===== src/rtl/sram_arb_pkg.sv =====
// Shared types and constants for the cartridge SRAM arbiter.
// The counter width covers the largest legal access length.
package sram_arb_pkg;

  typedef enum logic [1:0] {
    IDLE,
    CART,
    UC
  } state_t;

  localparam int ACC_CYCLES_DEF = 4;
  localparam int ACC_MAX = 15;
  localparam int CNT_W = $clog2(ACC_MAX + 1);

endpackage


===== src/rtl/sram_cycle_seq.sv =====
// One fixed-length SRAM access: cycle counter and registered strobes.
// Strobes are computed from the next state so pins change on the edge.
module sram_cycle_seq
  import sram_arb_pkg::*;
#(
  parameter int ACC_CYCLES = ACC_CYCLES_DEF
) (
  input  logic clk,
  input  logic rst,
  input  logic start,
  input  logic we,
  output logic last,
  output logic capture,
  output logic oe_n,
  output logic we_n,
  output logic dout_en
);

  localparam logic [CNT_W-1:0] LAST_C = CNT_W'(ACC_CYCLES - 1);
  localparam logic [CNT_W-1:0] CAP_C = CNT_W'(ACC_CYCLES - 2);

  logic active;
  logic wr;
  logic [CNT_W-1:0] cnt;

  logic nxt_active;
  logic nxt_wr;
  logic [CNT_W-1:0] nxt_cnt;

  assign last = active && (cnt == LAST_C);
  assign capture = active && !wr && (cnt == CAP_C);

  always_comb begin
    nxt_active = active;
    nxt_wr = wr;
    nxt_cnt = cnt;
    if (start) begin
      nxt_active = 1'b1;
      nxt_wr = we;
      nxt_cnt = '0;
    end else if (last) begin
      nxt_active = 1'b0;
      nxt_cnt = '0;
    end else if (active) begin
      nxt_cnt = cnt + 1'b1;
    end
  end

  always_ff @(posedge clk or posedge rst) begin
    if (rst) begin
      active <= 1'b0;
      wr <= 1'b0;
      cnt <= '0;
      oe_n <= 1'b1;
      we_n <= 1'b1;
      dout_en <= 1'b0;
    end else begin
      active <= nxt_active;
      wr <= nxt_wr;
      cnt <= nxt_cnt;
      oe_n <= !(nxt_active && !nxt_wr);
      // write pulse leaves one cycle of address setup and hold
      we_n <= !(nxt_active && nxt_wr &&
                (nxt_cnt != '0) && (nxt_cnt <= CAP_C));
      dout_en <= nxt_active && nxt_wr;
    end
  end

endmodule


===== src/rtl/sram_access_arbiter.sv =====
// Shares the single SRAM port between the cart bus and the uC.
// Cart has priority; a started access always runs to completion.
module sram_access_arbiter
  import sram_arb_pkg::*;
#(
  parameter int ADDR_W = 15,
  parameter int DATA_W = 8,
  parameter int ACC_CYCLES = ACC_CYCLES_DEF
) (
  input  logic              clk,
  input  logic              rst,
  input  logic              cart_req,
  input  logic              cart_we,
  input  logic [ADDR_W-1:0] cart_addr,
  input  logic [DATA_W-1:0] cart_wdata,
  output logic [DATA_W-1:0] cart_rdata,
  output logic              cart_done,
  output logic              cart_overrun,
  input  logic              uc_req,
  input  logic              uc_we,
  input  logic [ADDR_W-1:0] uc_addr,
  input  logic [DATA_W-1:0] uc_wdata,
  input  logic              uc_inhibit,
  output logic [DATA_W-1:0] uc_rdata,
  output logic              uc_ack,
  output logic [ADDR_W-1:0] ram_addr,
  output logic [DATA_W-1:0] ram_dout,
  output logic              ram_dout_en,
  input  logic [DATA_W-1:0] ram_din,
  output logic              ram_oe,
  output logic              ram_we,
  output logic              busy
);

  state_t state;

  logic              pend;
  logic              pend_we;
  logic [ADDR_W-1:0] pend_addr;
  logic [DATA_W-1:0] pend_wdata;

  logic last;
  logic capture;
  logic can_grant;
  logic take_pend;
  logic direct;
  logic cart_go;
  logic uc_go;
  logic start;

  logic              sel_we;
  logic [ADDR_W-1:0] sel_addr;
  logic [DATA_W-1:0] sel_wdata;

  assign can_grant = (state == IDLE) || last;
  assign take_pend = can_grant && pend;
  assign direct = can_grant && !pend && cart_req;
  assign cart_go = take_pend || direct;
  // the uC request that just finished must not be re-granted
  assign uc_go = can_grant && !cart_go && (state != UC) &&
                 uc_req && !uc_ack && !uc_inhibit;
  assign start = cart_go || uc_go;

  always_comb begin
    sel_we = uc_we;
    sel_addr = uc_addr;
    sel_wdata = uc_wdata;
    unique case (1'b1)
      take_pend: begin
        sel_we = pend_we;
        sel_addr = pend_addr;
        sel_wdata = pend_wdata;
      end
      direct: begin
        sel_we = cart_we;
        sel_addr = cart_addr;
        sel_wdata = cart_wdata;
      end
      default: ;
    endcase
  end

  sram_cycle_seq #(
    .ACC_CYCLES(ACC_CYCLES)
  ) u_seq (
    .clk    (clk),
    .rst    (rst),
    .start  (start),
    .we     (sel_we),
    .last   (last),
    .capture(capture),
    .oe_n   (ram_oe),
    .we_n   (ram_we),
    .dout_en(ram_dout_en)
  );

  always_ff @(posedge clk or posedge rst) begin
    if (rst) begin
      state <= IDLE;
      busy <= 1'b0;
      pend <= 1'b0;
      pend_we <= 1'b0;
      pend_addr <= '0;
      pend_wdata <= '0;
      ram_addr <= '0;
      ram_dout <= '0;
      cart_rdata <= '0;
      uc_rdata <= '0;
      cart_done <= 1'b0;
      cart_overrun <= 1'b0;
      uc_ack <= 1'b0;
    end else begin
      cart_done <= (state == CART) && last;

      if ((state == UC) && last) begin
        uc_ack <= 1'b1;
      end else if (!uc_req) begin
        uc_ack <= 1'b0;
      end

      if (capture) begin
        if (state == CART) begin
          cart_rdata <= ram_din;
        end else begin
          uc_rdata <= ram_din;
        end
      end

      if (start) begin
        ram_addr <= sel_addr;
        if (sel_we) begin
          ram_dout <= sel_wdata;
        end
        state <= cart_go ? CART : UC;
        busy <= 1'b1;
      end else if (last) begin
        state <= IDLE;
        busy <= 1'b0;
      end

      // a newer cart request always replaces an unserved older one
      if (cart_req && !direct) begin
        pend <= 1'b1;
        pend_we <= cart_we;
        pend_addr <= cart_addr;
        pend_wdata <= cart_wdata;
        if (pend && !take_pend) begin
          cart_overrun <= 1'b1;
        end
      end else if (take_pend) begin
        pend <= 1'b0;
      end
    end
  end

endmodule


===== config.mk =====
export PLATFORM = sky130hd
export DESIGN_NAME = sram_access_arbiter
export DESIGN_NICKNAME = d
export VERILOG_FILES = /design/src/rtl/sram_arb_pkg.sv /design/src/rtl/sram_cycle_seq.sv /design/src/rtl/sram_access_arbiter.sv
export SDC_FILE = /design/constraint.sdc
export NUM_CORES = 1
export LEC_CHECK = 0
export ABC_AREA = 1
export CAP_MARGIN = 10
export CORE_AREA = 2 2 92 94
export DETAILED_ROUTE_END_ITERATION = 12
export DIE_AREA = 0 0 94 96
export PLACE_DENSITY = 0.77
export SLEW_MARGIN = 30
export SYNTH_ARGS = -nofsm -noshare
export SYNTH_HDL_FRONTEND = slang
export SYNTH_SLANG_ARGS = --single-unit

===== constraint.sdc =====
create_clock -name clk -period 3.1 [get_ports clk]
set_input_delay 0.775 -clock clk [delete_from_list [all_inputs] [get_ports clk]]
set_output_delay 0.775 -clock clk [all_outputs]
set_load 0.02 [all_outputs]

==> results of run 1 <==
worst min path at each step:
stage / to / slack (ns) / depth (start not counted)
floorplan: pend_addr[12] / 0.44 / 2
global route: pend_addr[13] / 0.51 / 2
finish: pend_addr[12] / 0.48 / 2
global placement: pend_addr[12] / 0.46 / 2
CTS: pend_addr[13] / 0.48 / 2
detailed placement: pend_addr[13] / 0.46 / 2
area by class of cell:
class / instances / area (sq um)
Clock buffer: 10 / 138
Clock inverter: 6 / 52.6
Fill cell: 676 / 3110
Inverter: 27 / 103
Multi-Input combinational cell: 251 / 1420
Sequential cell: 79 / 1980
Tap cell: 105 / 131
Timing Repair Buffer: 111 / 1110
state kept, by name (all words and copies together), names as in the netlist:
register,flops
pend_we,1
u_seq.cnt,4
u_seq.oe_n,1
u_seq.we_n,1
uc_rdata,8
busy,1
uc_ack,1
pend_addr,15
cart_done,1
pend_wdata,8
cart_rdata,8
ram_dout,8
cart_overrun,1
pend,1
u_seq.active,1
u_seq.wr,1
ram_addr,15
u_seq.dout_en,1
state,2
per-stage QoR:
stage	worst slack, ns	power, mW	cells
2_1_floorplan	0.305	3.39	374
3_3_place_gp	0.543	4.16	573
3_5_place_dp	0.496	4.25	573
4_1_cts	0.811	4.98	589
5_1_grt	0.752	5.31	589
6_report	0.837	4.95	589
cell usage in the layout (no fill, tap or decap), drive strengths merged, types with 10 or more instances in the layout:
cell type / n
nor2: 35
nand2: 99
a31oi: 15
o21ai: 37
clkdlybuf4s50: 106
nand3: 15
clkbuf: 10
dfrtp: 77
inv: 29
a21oi: 16
mux2: 21
cells in the mapped netlist, types with 2 or more instances:
library cell               number  area, sq um
sky130_fd_sc_hd__a21oi_1       12         60.1
sky130_fd_sc_hd__a21oi_2        3         26.3
sky130_fd_sc_hd__a31oi_1       15         93.8
sky130_fd_sc_hd__buf_2          5         25.0
sky130_fd_sc_hd__buf_4          3         22.5
sky130_fd_sc_hd__buf_6          6         67.6
sky130_fd_sc_hd__clkbuf_1       2         7.51
sky130_fd_sc_hd__dfrtp_1       77         1930
sky130_fd_sc_hd__dfstp_2        2         52.6
sky130_fd_sc_hd__ha_1           2         25.0
sky130_fd_sc_hd__inv_1         23         86.3
sky130_fd_sc_hd__inv_2          4         15.0
sky130_fd_sc_hd__mux2_1         3         33.8
sky130_fd_sc_hd__mux2_2        18          203
sky130_fd_sc_hd__nand2_1       92          345
sky130_fd_sc_hd__nand2_4        3         33.8
sky130_fd_sc_hd__nand2_8        3         60.1
sky130_fd_sc_hd__nand3_1       13         65.1
sky130_fd_sc_hd__nand4_1        5         31.3
sky130_fd_sc_hd__nor2_1        31          116
sky130_fd_sc_hd__nor2_2         2         12.5
sky130_fd_sc_hd__nor2_4         2         22.5
sky130_fd_sc_hd__o21ai_0       27          135
sky130_fd_sc_hd__o21ai_1        8         40.0
cells by family (layout without fill, tap and decap cells):
family | after synthesis | in the layout | share of synthesized area
flops | 79 | 79 | 0.543
compound gates | 71 | 71 | 0.116
buf+inv | 44 | 154 | 0.0656
fa+ha+maj | 2 | 2 | 0.00687
simple gates | 157 | 157 | 0.203
mux | 21 | 21 | 0.0649
routing by layer:
metal  vias up  GRT usage  wire, microns
met5         -          0              0
met4         0     0.0580             83
met3         9     0.0446            490
met2       106      0.338           4080
met1      1447      0.243           3570
li1       1442          -              -
report_power, final:
part / internal (mW) / switching (mW) / total [mW] / leakage (nW)
clock: 0.325 / 0.405 / 0.731 / 0.0914
sequential: 1.49 / 0.249 / 1.74 / 0.932
combinational: 1.07 / 1.41 / 2.48 / 1.13
total: 2.88 / 2.06 / 4.95 / 2.15
==> flow_summary.toml, run 1 <==
[synth]
synth-async-reset-ratio = 1.00
synth-edff-count = 0
dominantRegCellSynth = "sky130_fd_sc_hd__dfrtp_1"
synth.cell_area_sq_um = 3640
yosys_warnings = 0
ys_types = 37
seq_area_frac_synth = 0.543
post_synth.cell_area_avg_sq_um = 9.74
syn_nets = 437
number_of_register_bits_inferred_by_synthesis = 79
syn-instance-count = 374

[floorplanning]
floorplan.die.height_microns = 96
start_util = 0.452
design.portCount = 107
dieArea_sq_um = 9020
fp_rows = 33
core_region_sq_um = 8050
dieWidth_microns = 94

[clock_tree]
ctsHoldBuffers = 0
ctsLongestPathBuffers = 2
ctsHtreeMaxLevel = 3
clock-sinks = 79
cts_tree = "done"
cts-resized-gates = 0
clock_pin_slew_of_the_registers_on_the_worst_case_setup_and_hold_paths_ns = 0.09
clkLatencyLatePin_ns = 0.35
post-cts-setup-buffer-count = 0
cts_made_buffers = 9
cts.root.buffer_cell = "sky130_fd_sc_hd__clkbuf_8"

[worst_setup_path]
critical_path_required_ns = 2.32
crit_family = "buffers and inverters"
critPathCapture = "ram_we"
critPathLaunch = "u_seq.we_n"
ff2ff_setup_slack_ns = 1.23
worstSetupPathType = "flop to output pin"
cp_num_buf_inv = 1
timing.critical_path.to_type = "output pin"
path_cells = "clkdlybuf4s50_1"
critical_path.startpoint_type = "flop"
critical_path_arrival_ns = 1.49
worst_reg2reg_startpoint = "u_seq.cnt[1]"
critical-path-slowest-cell = "sky130_fd_sc_hd__clkdlybuf4s50_1"
critical_path.reg2reg.endpoint = "u_seq.dout_en"
cp_slowest_stage_delay_ns = 0.60
critical_path_peak_fanout = 1
rr_worst_depth = 10
crit_cells = 1

[finish]
design_area_sq_um = 4940
share_of_post_route_cells_with_drive_strength_above_1 = 0.134
area_growth_pct = 35.6
fin_nets = 542
final_util = 0.613
antennaDiodeCount = 0

[global_route]
grt_start_max_net_pins = 37
grt_usage = 0.194
grt_first_pass_wirelength_mm = 13.7
grt_pass1_vias = 2998
grt_antenna_before_repair = 0
grt-ovfl-total = 0

[flow_run]
maxCapViolCount = 0

[timing]
timing.final.setup_violations = 0
layout_worst_path_cycle_share = 0.730
final-max-slew-violation-count = 0
min_period_ns = 2.26
achievable-frequency_ghz = 0.442
hold_slack_ns = 0.478
final_hold_viol_count = 0
unrepaired_setup_endpoints_after_global_routing = "no"
setup_total_negative_slack_ns = 0
relSlewSlack = 0.643
slew_worst_pin_ns = 0.535
final.setup_skew_ns = 0.0106

[power_and_ir_drop]
static_leakage_power_nw = 2.15
power_density_nw_per_um2 = 1000
vdd_ir_drop_max_uv = 483

[route]
vias = 3004
first_iter_violations = 155
avgViaCountPerCell = 5.10
antenna_violating_nets_post_route = 0
postRouteWirelength_mm = 8.22
route.detailed.wl_per_inst_microns = 14.0
firstDrtPassIters = 5
remaining_drc_errors = 0

[min_path]
holdCritStartpoint = "pend_addr[12]"
min-delay-path-class = "flop to flop"

[status]
run_status = "finished, final reports clean"

[placed_design]
i_o_buffers = 106
placer_s_final_routability_congestion_estimate = 0.789
post-dp-hpwl_mm = 5.95
postPlaceCellArea_sq_um = 4750
No activity file was read; power rests on OpenSTA's default activity.
==> run 2, diff against run 1 <==
==> constraint.sdc (replaced) <==
create_clock -name clk -period 2.3 [get_ports clk]
set_input_delay 0.575 -clock clk [delete_from_list [all_inputs] [get_ports clk]]
set_output_delay 0.575 -clock clk [all_outputs]
set_load 0.02 [all_outputs]
==> run 2 against run 1 <==
  * Sequential power rose by 34%
  * Critical path depth did not move
  * Global-route usage rose by 0.27 points
  * Die area unchanged
  * Non-clock buffer count increased by 4
  * First-iteration DRC count shrank 30%
  * Largest cell class unchanged
  * Largest power group unchanged
==> flow_summary.toml, run 2 (synthesis gave the netlist of run 1 again) <==
[status]
run_status = "finished, final reports clean"

[clock_tree]
ctsLongestPathBuffers = 2
cts-resized-gates = 0
clock-sinks = 79
cts_made_buffers = 9
ctsHoldBuffers = 0
cts.root.buffer_cell = "sky130_fd_sc_hd__clkbuf_8"
clkLatencyLatePin_ns = 0.34
clock_pin_slew_of_the_registers_on_the_worst_case_setup_and_hold_paths_ns = 0.08
post-cts-setup-buffer-count = 0
cts_tree = "done"
ctsHtreeMaxLevel = 3

[finish]
biggestRegsByFlops = "pend_addr: 15 flops, ram_addr: 15 flops"
top_library_cells_by_usage_in_the_layout_fill_and_taps_aside = "106 x sky130_fd_sc_hd__clkdlybuf4s50_1, 92 x sky130_fd_sc_hd__nand2_1, 77 x sky130_fd_sc_hd__dfrtp_1, 31 x sky130_fd_sc_hd__nor2_1, 27 x sky130_fd_sc_hd__o21ai_0"
area_growth_pct = 36.8
most_common_library_cell_in_the_layout_ignoring_fill_and_taps = "sky130_fd_sc_hd__clkdlybuf4s50_1"
fin_nets = 546
antennaDiodeCount = 0
share_of_post_route_cells_with_drive_strength_above_1 = 0.139

[worst_setup_path]
cp_num_buf_inv = 1
path_cells = "clkdlybuf4s50_1"
crit_family = "buffers and inverters"
critical_path_required_ns = 1.73
critical_path_arrival_ns = 1.46
ff2ff_setup_slack_ns = 0.44
cp_slowest_stage_delay_ns = 0.61
critical-path-slowest-cell = "sky130_fd_sc_hd__clkdlybuf4s50_1"
critical_path.startpoint_type = "flop"
worstSetupPathType = "flop to output pin"
timing.critical_path.to_type = "output pin"
critical_path_peak_fanout = 1

[power_and_ir_drop]
static_leakage_power_nw = 2.17
vdd_ir_drop_max_uv = 565
p_switching_mw = 2.76
seq_power_share = 0.350
power.share.switching = 0.413
p_int_mw = 3.93
pwr-share-comb = 0.514
clock_power_share = 0.136
power_density_nw_per_um2 = 1340
total_power_mw = 6.70

[timing]
layout_worst_path_cycle_share = 0.886
achievable-frequency_ghz = 0.491
final-max-slew-violation-count = 0
timing.final.setup_violations = 0
setup_total_negative_slack_ns = 0
final_hold_viol_count = 0
final.setup_skew_ns = 0.00813
slew_worst_pin_ns = 0.547
min_period_ns = 2.04
unrepaired_setup_endpoints_after_global_routing = "no"
relSlewSlack = 0.635

[global_route]
grt_start_max_net_pins = 26
grt_usage = 0.197
grt_first_pass_wirelength_mm = 13.8
grt-ovfl-total = 0
grt_pass1_vias = 3017
grt_antenna_before_repair = 0

[placed_design]
post-dp-hpwl_mm = 6.15
i_o_buffers = 106
placer_s_final_routability_congestion_estimate = 0.832

[route]
firstDrtPassIters = 5
route.detailed.wl_per_inst_microns = 14.1
vias = 3031
remaining_drc_errors = 0
avgViaCountPerCell = 5.11
first_iter_violations = 109
postRouteWirelength_mm = 8.38
antenna_violating_nets_post_route = 0

[flow_run]
maxCapViolCount = 0

[floorplanning]
floorplan.die.height_microns = 96
dieWidth_microns = 94
fp_rows = 33
core_region_sq_um = 8050
design.portCount = 107
dieArea_sq_um = 9020
start_util = 0.452

[min_path]
min-delay-path-class = "flop to flop"
## run 2: path summary, 6_finish.rpt
path                            endpoint           from  depth (start not counted)
hold / removal             pend_addr[14]  pend_addr[14]                          2
min in group asynchronous    uc_rdata[7]            rst                          2
setup reg to reg             ram_dout[5]   u_seq.cnt[1]                         11
max in group asynchronous  cart_rdata[2]            rst                          3
setup / recovery                  ram_oe     u_seq.oe_n                          1
hold reg to reg            pend_addr[14]  pend_addr[14]                          2
## run 2: layout make-up
type                    count  area (sq um)
clock buffers              11           141
repair buffers            115          1170
multi-input cells         251          1420
flip-flops and latches     79          1980
well taps                 105           131
inverters                  27           105
clock inverters             5          33.8
fillers                   662          3070
## run 2: metrics by stage
step                      instances   util  cell area, sq um  hold WS, ns  setup WS, ns
final                           593  0.619              4980        0.481         0.261
after global routing            593  0.619              4980        0.524         0.221
after CTS                       593  0.619              4980        0.484         0.237
after detailed placement        577  0.597              4810        0.460         0.112
after global placement          577  0.597              4810        0.458         0.161
after floorplan                 374      -              3650        0.442         0.641
## run 2: power groups by stage
stage | sequential, mW | clock [mW] | combinational (mW)
2_1_floorplan | 2.77 | 0 | 1.80
3_3_place_gp | 2.35 | 0 | 3.36
3_5_place_dp | 2.36 | 0 | 3.46
4_1_cts | 2.34 | 0.935 | 3.46
5_1_grt | 2.41 | 0.994 | 3.78
6_report | 2.34 | 0.908 | 3.45
## run 2: per-layer routing
| layer | global-route usage | up-vias | routed length [microns] |
|---|---|---|---|
| met5 | 0 | - | 0 |
| li1 | - | 1462 | - |
| met2 | 0.321 | 114 | 4120 |
| met3 | 0.0415 | 12 | 486 |
| met4 | 0.0785 | 0 | 127 |
| met1 | 0.259 | 1443 | 3640 |
==> run 3, diff against run 2 <==
--- a/config.mk
+++ b/config.mk
@@ -8,6 +8,7 @@
 export ABC_AREA = 1
 export CAP_MARGIN = 10
 export CORE_AREA = 2 2 92 94
+export CTS_CLUSTER_DIAMETER = 50
 export DETAILED_ROUTE_END_ITERATION = 12
 export DIE_AREA = 0 0 94 96
 export PLACE_DENSITY = 0.77
==> results of run 3 <==
Same layout as run 2: the final DEF is identical, and so are final timing and power.
